<file path="config.mk">
export PLATFORM = sky130hd
export DESIGN_NAME = div_datapath_flat
export DESIGN_NICKNAME = d
export VERILOG_FILES = /design/src/rtl/div_datapath_if.sv /design/src/rtl/div_datapath.sv /design/src/flat_wrapper.sv
export SDC_FILE = /design/constraint.sdc
export NUM_CORES = 1
export LEC_CHECK = 0
export ABC_CLOCK_PERIOD_IN_PS = 2430
export BUFFER_PORTS_ARGS = -buffer_cell sky130_fd_sc_hd__buf_2
export CORE_ASPECT_RATIO = 2
export CORE_MARGIN = 2
export CORE_UTILIZATION = 54
export DETAILED_ROUTE_END_ITERATION = 8
export GPL_ROUTABILITY_DRIVEN = 0
export HOLD_SLACK_MARGIN = 0.15
export PLACE_DENSITY = 0.79
export SYNTH_ARGS = -nofsm -noshare
export SYNTH_HDL_FRONTEND = slang
export SYNTH_SLANG_ARGS = --single-unit
</file>
<file path="constraint.sdc">
create_clock -name clk -period 2.43 [get_ports clk]
set_clock_uncertainty 0.1 [all_clocks]
set_input_delay 0.243 -clock clk [delete_from_list [all_inputs] [get_ports clk]]
set_output_delay 0.243 -clock clk [all_outputs]
set_load 0.01 [all_outputs]
</file>
<file path="src/rtl/div_datapath_if.sv">
// Controller/host-facing bundle of the divider datapath.
// The cyc_cnt signal and CNT_WIDTH exist only when DIV_CYCLE_CNT_EN is defined.
interface div_datapath_if #(
  parameter int WIDTH = 8
`ifdef DIV_CYCLE_CNT_EN
  , parameter int CNT_WIDTH = 16
`endif
);
  logic [WIDTH-1:0] a_in;
  logic [WIDTH-1:0] b_in;
  logic             ini;
  logic             upd;
  logic             rdy;
  logic             err;
  logic             altb;
  logic             zero_b;
  logic             busy;
  logic             res_valid;
  logic             res_ack;
  logic [WIDTH-1:0] quotient;
  logic [WIDTH-1:0] remainder;
  logic             res_err;
`ifdef DIV_CYCLE_CNT_EN
  logic [CNT_WIDTH-1:0] cyc_cnt;

  modport master (
    output a_in, b_in, ini, upd, rdy, err, res_ack,
    input  altb, zero_b, busy, res_valid, quotient, remainder, res_err, cyc_cnt
  );
  modport slave (
    input  a_in, b_in, ini, upd, rdy, err, res_ack,
    output altb, zero_b, busy, res_valid, quotient, remainder, res_err, cyc_cnt
  );
`else
  modport master (
    output a_in, b_in, ini, upd, rdy, err, res_ack,
    input  altb, zero_b, busy, res_valid, quotient, remainder, res_err
  );
  modport slave (
    input  a_in, b_in, ini, upd, rdy, err, res_ack,
    output altb, zero_b, busy, res_valid, quotient, remainder, res_err
  );
`endif
endinterface

</file>
<file path="src/rtl/div_datapath.sv">
// Repeated-subtraction divider datapath: working registers, compare flags and a
// valid/ack result register. Optional cycle counter under DIV_CYCLE_CNT_EN.
module div_datapath #(
  parameter int WIDTH = 8
`ifdef DIV_CYCLE_CNT_EN
  , parameter int CNT_WIDTH = 16
`endif
) (
  input  logic           clk,
  input  logic           rst,
  div_datapath_if.slave  bus
);

  logic [WIDTH-1:0] rem_q, rem_d;
  logic [WIDTH-1:0] b_q, b_d;
  logic [WIDTH-1:0] quo_q, quo_d;
  logic             busy_q, busy_d;
  logic             res_valid_q, res_valid_d;
  logic [WIDTH-1:0] quotient_q, quotient_d;
  logic [WIDTH-1:0] remainder_q, remainder_d;
  logic             res_err_q, res_err_d;

  // Working registers: ini beats upd, and ini also beats a coincident rdy on busy.
  always_comb begin
    rem_d  = rem_q;
    b_d    = b_q;
    quo_d  = quo_q;
    busy_d = busy_q;
    if (bus.ini) begin
      rem_d  = bus.a_in;
      b_d    = bus.b_in;
      quo_d  = '0;
      busy_d = 1'b1;
    end else begin
      if (bus.upd) begin
        rem_d = rem_q - b_q;
        quo_d = quo_q + WIDTH'(1);
      end
      if (bus.rdy && !bus.err) busy_d = 1'b0;
    end
  end

  // Result register: a rdy always loads and wins over a same-cycle ack.
  always_comb begin
    res_valid_d = res_valid_q;
    quotient_d  = quotient_q;
    remainder_d = remainder_q;
    res_err_d   = res_err_q;
    if (bus.rdy) begin
      res_valid_d = 1'b1;
      if (bus.err) begin
        quotient_d  = '1;
        remainder_d = bus.a_in;
        res_err_d   = 1'b1;
      end else begin
        quotient_d  = quo_q;
        remainder_d = rem_q;
        res_err_d   = 1'b0;
      end
    end else if (bus.res_ack) begin
      res_valid_d = 1'b0;
    end
  end

  always_ff @(posedge clk or posedge rst) begin
    if (rst) begin
      rem_q       <= '0;
      b_q         <= '0;
      quo_q       <= '0;
      busy_q      <= 1'b0;
      res_valid_q <= 1'b0;
      quotient_q  <= '0;
      remainder_q <= '0;
      res_err_q   <= 1'b0;
    end else begin
      rem_q       <= rem_d;
      b_q         <= b_d;
      quo_q       <= quo_d;
      busy_q      <= busy_d;
      res_valid_q <= res_valid_d;
      quotient_q  <= quotient_d;
      remainder_q <= remainder_d;
      res_err_q   <= res_err_d;
    end
  end

`ifdef DIV_CYCLE_CNT_EN
  logic [CNT_WIDTH-1:0] cyc_cnt_q, cyc_cnt_d;

  // Counts ini edge as 1 and includes the rdy edge; divide-by-zero reports 0.
  always_comb begin
    cyc_cnt_d = cyc_cnt_q;
    if (bus.rdy && bus.err)
      cyc_cnt_d = '0;
    else if (bus.ini)
      cyc_cnt_d = CNT_WIDTH'(1);
    else if (busy_q && (cyc_cnt_q != '1))
      cyc_cnt_d = cyc_cnt_q + CNT_WIDTH'(1);
  end

  always_ff @(posedge clk or posedge rst) begin
    if (rst) cyc_cnt_q <= '0;
    else     cyc_cnt_q <= cyc_cnt_d;
  end

  assign bus.cyc_cnt = cyc_cnt_q;
`endif

  assign bus.altb      = (rem_q < b_q);
  assign bus.zero_b    = (bus.b_in == '0);
  assign bus.busy      = busy_q;
  assign bus.res_valid = res_valid_q;
  assign bus.quotient  = quotient_q;
  assign bus.remainder = remainder_q;
  assign bus.res_err   = res_err_q;

endmodule

</file>
<file path="src/flat_wrapper.sv">
// flat-port wrapper written by rule: the top's interface ports become plain ports
module div_datapath_flat 
#(
  parameter int WIDTH = 8

)
  (clk, rst, bus_a_in, bus_b_in, bus_ini, bus_upd, bus_rdy, bus_err, bus_res_ack, bus_altb, bus_zero_b, bus_busy, bus_res_valid, bus_quotient, bus_remainder, bus_res_err);
  div_datapath_if #(.WIDTH(WIDTH)) bus_i ();
  input  logic clk;
  input  logic rst;
  input wire logic [$bits(bus_i.a_in)-1:0] bus_a_in;
  input wire logic [$bits(bus_i.b_in)-1:0] bus_b_in;
  input wire logic [$bits(bus_i.ini)-1:0] bus_ini;
  input wire logic [$bits(bus_i.upd)-1:0] bus_upd;
  input wire logic [$bits(bus_i.rdy)-1:0] bus_rdy;
  input wire logic [$bits(bus_i.err)-1:0] bus_err;
  input wire logic [$bits(bus_i.res_ack)-1:0] bus_res_ack;
  output wire logic [$bits(bus_i.altb)-1:0] bus_altb;
  output wire logic [$bits(bus_i.zero_b)-1:0] bus_zero_b;
  output wire logic [$bits(bus_i.busy)-1:0] bus_busy;
  output wire logic [$bits(bus_i.res_valid)-1:0] bus_res_valid;
  output wire logic [$bits(bus_i.quotient)-1:0] bus_quotient;
  output wire logic [$bits(bus_i.remainder)-1:0] bus_remainder;
  output wire logic [$bits(bus_i.res_err)-1:0] bus_res_err;
  assign bus_i.a_in = bus_a_in;
  assign bus_i.b_in = bus_b_in;
  assign bus_i.ini = bus_ini;
  assign bus_i.upd = bus_upd;
  assign bus_i.rdy = bus_rdy;
  assign bus_i.err = bus_err;
  assign bus_i.res_ack = bus_res_ack;
  assign bus_altb = bus_i.altb;
  assign bus_zero_b = bus_i.zero_b;
  assign bus_busy = bus_i.busy;
  assign bus_res_valid = bus_i.res_valid;
  assign bus_quotient = bus_i.quotient;
  assign bus_remainder = bus_i.remainder;
  assign bus_res_err = bus_i.res_err;
  div_datapath #(.WIDTH(WIDTH)) u_core (.clk(clk), .rst(rst), .bus(bus_i));
endmodule
</file>
==> impl_metrics.tcl <==
set metrics [dict create \
    syn_inst 233 \
    yosys_register_bits 43 \
    yosysUniqueCellTypes 34 \
    synthArstFlopShare_pct 100 \
    synth_top_flop_cell "dfrtp_1" \
    preCtsSetupSlack_ps 163 \
    wire_per_inst_um 14.2 \
    tns_ps -12.4 \
    use_met2_pct 42.8 \
    syn2layout_area_growth_pct 25.5 \
    syn_area_um2 2200 \
    cp_max_fo 3 \
    drive_above_1_share_pct 21.9 \
    required_ps 2090 \
    post-dp-hpwl_mm 3.33 \
    status "complete, but fails checks" \
    power_density_nw_per_um2 687 \
    vdd_drop_max_uv 487 \
    path_cells "inv_1 -> ha_2 -> inv_2 -> fa_2 -> a21o_4 -> o21ai_4 -> a21o_1 -> o21a_1 -> buf_2" \
    clock.fmax_ghz 0.409 \
    fillCellCount 314 \
    grt-busiest-layer "met2" \
    cts_tree "built" \
    vias 1851 \
    syn_nets 266 \
    wirelength_mm 4.88 \
    slew_violations 0 \
    rsz0062_at_grt "true" \
    setup_viol 1 \
    setup_ws_ps -12.4 \
    clk_pin_slew_ps 80 \
    dieHeight_um 94.4 \
    violations "negative setup slack" \
    grt_use_total_pct 23.4 \
    drt_iter0_markers 36 \
    grtUsageMet3_pct 3.48 \
    fin_nets 324 \
    root_buffer "clkbuf_8" \
    synth_edf_count 0 \
    rows 32 \
    worstMarginPinSlew_ps 589 \
    viasPerCell 5.40 \
    synth_sequential_area_ratio_pct 48.8 \
    clockBufferDepth 2 \
    grt_pass1_wl_mm 8.18 \
    crit_arrival_ps 2100 \
    yosysWarnings 0 \
    leakagePower_nw 1.32 \
    initial_core_util_pct 56.8 \
    dr.pass1.iters 4 \
    die_w_um 49.2 \
    clock-sinks 43 \
    core_um2 3880 \
    drt_drc_violations_left 0 \
    numPortBuffers 43 \
    cts_htree_levels 2 \
    worstSkewPairLatency_ps 300 \
    slew_headroom_pct 60.7 \
    period_share_pct 101 \
    antenna_found_initial 0 \
    crit_type "flop to output pin" \
    grtUsageMet1_pct 25.1 \
    drv_cap 0 \
    endpoint_kind "output pin" \
    hold_path_class "primary input to flop" \
    grt_max_degree 44 \
    worstSetupStartpointType "flop" \
    numCtsBuffers 5 \
    hold_viol 0 \
    ant_nets 0 \
    dieArea_um2 4640 \
    syn_avg_cell_area_um2 9.46 \
    slowest_stage "dfrtp_1" \
    overflow 0 \
    power_w 0.00190 \
    grt_pass1_vias 1838 \
    fin_crit_ps 2440 \
    diodes 0 \
    io_pins 44 \
    critPathMaxStageDelay_ps 390 \
]
[cells in the final DEF, fill, tap and decap left out, types with 3 or more instances in the layout]
cell            n
a211o_1         3
a21o_1          5
a21oi_1        25
buf_2          43
buf_4           4
clkbuf_8        6
dfrtp_1        43
dlygate4sd3_1  17
ha_1            8
inv_1          14
mux2i_1        10
nand2_1        18
nand3b_1        3
nand4_1         4
nor2_1         34
o21a_1          3
o21ai_0        14
or3_1           4
xor2_1          4
[report_power, final]
group          internal (W)  switching [W]
clock network      0.000332       0.000242
logic              0.000231       0.000261
registers          0.000788      0.0000470
total               0.00135       0.000551
[final timing paths]
check / slack, ps / cells past startpoint / end / from
worst max-delay path: -10 / 9 / bus_altb / u_core.rem_q[0]$_DFFE_PP0P_
worst min-delay path: 170 / 3 / u_core.bus.remainder[6]$_DFFE_PP0P_ / bus_a_in[6]
worst max register to register: 370 / 8 / u_core.rem_q[4]$_DFFE_PP0P_ / u_core.rem_q[0]$_DFFE_PP0P_
worst min register to register: 380 / 1 / u_core.bus.busy$_DFFE_PP0P_ / u_core.bus.busy$_DFFE_PP0P_
max in group asynchronous: 1350 / 4 / u_core.bus.remainder[6]$_DFFE_PP0P_ / rst
min in group asynchronous: 500 / 4 / u_core.bus.remainder[0]$_DFFE_PP0P_ / rst
[cells by family (layout without fill, tap and decap cells)]
group / Yosys count / in the layout / share of synthesized area, %
buffers and inverters: 28 / 87 / 5.16
multiplexers: 12 / 12 / 5.56
flip-flops: 43 / 43 / 48.8
AND/OR/NAND/NOR: 74 / 74 / 15.4
adder cells (fa/ha/maj): 10 / 10 / 6.02
AO/OA/AOI/OAI: 60 / 60 / 16.7
XOR/XNOR: 6 / 6 / 2.38
[through the flow]
stage / std cells / utilization (%) / hold WS, ps / cell area [µm²]
2_1_floorplan: 233 / - / 264 / 2200
3_3_place_gp: 316 / 62.9 / 303 / 2440
3_5_place_dp: 316 / 62.9 / 307 / 2440
4_1_cts: 341 / 70.4 / 163 / 2740
6_report: 343 / 71.2 / 172 / 2770
5_1_grt: 343 / 71.2 / 208 / 2770
[registers in the layout (all words and copies together), names as in the netlist]
name                  flops
u_core.rem_q              8
u_core.quo_q              8
u_core.bus.res_err        1
u_core.b_q                8
u_core.bus.quotient       8
u_core.bus.remainder      8
u_core.bus.busy           1
u_core.bus.res_valid      1
[synthesized netlist by cell type (2+ instances only)]
master | instances | area (µm²)
mux2_2 | 2 | 22.5
dfrtp_1 | 43 | 1080
or4_1 | 2 | 15.0
nand2_1 | 18 | 67.6
nand3b_1 | 3 | 22.5
nor3b_1 | 2 | 15.0
a21o_1 | 5 | 37.5
o21a_1 | 3 | 22.5
buf_2 | 7 | 35.0
nand2b_1 | 2 | 12.5
inv_1 | 15 | 56.3
xnor2_1 | 2 | 17.5
o21ai_0 | 15 | 75.1
a21oi_1 | 25 | 125
a2bb2oi_1 | 2 | 17.5
a211o_1 | 3 | 26.3
clkbuf_1 | 5 | 18.8
or3_1 | 4 | 25.0
and3_1 | 2 | 12.5
nand4_1 | 4 | 25.0
xor2_1 | 4 | 35.0
ha_1 | 9 | 113
nor2_1 | 34 | 128
mux2i_1 | 10 | 100
a21o_2 | 2 | 17.5
nand3_1 | 2 | 10.0
[worst max-delay path, delay by kind of cell (launching register included)]
kind / cells / cell delay, ps
DFF: 1 / 390
buffers and inverters: 3 / 220
adders and majority gates: 2 / 520
AOI/OAI and AO/OA: 4 / 670
[layer usage]
| metal | routed length (µm) | part of all wire, % |
|---|---|---|
| met1 | 1860 | 38 |
| met2 | 2690 | 55 |
| met3 | 159 | 3.3 |
| met4 | 167 | 3.4 |
| met5 | 0 | 0 |
[layout make-up]
type	count	area, µm²	share of cell area [%]
Inverter	15	56.3	2.04
Clock buffer	6	82.6	2.99
Sequential cell	43	1080	38.9
Timing Repair Buffer	64	415	15.0
Clock inverter	2	35.0	1.27
Multi-Input combinational cell	162	1040	37.5
Tap cell	51	63.8	2.31
[what timing repair did]
item,in CTS,in global routing
hold buffers,17,0
gates resized for setup,3,4
pin swaps,0,2
buffers inserted,0,2
setup endpoints to repair,1,1
endpoints found under the hold margin,59,0
(Power assumes the default switching activity.)
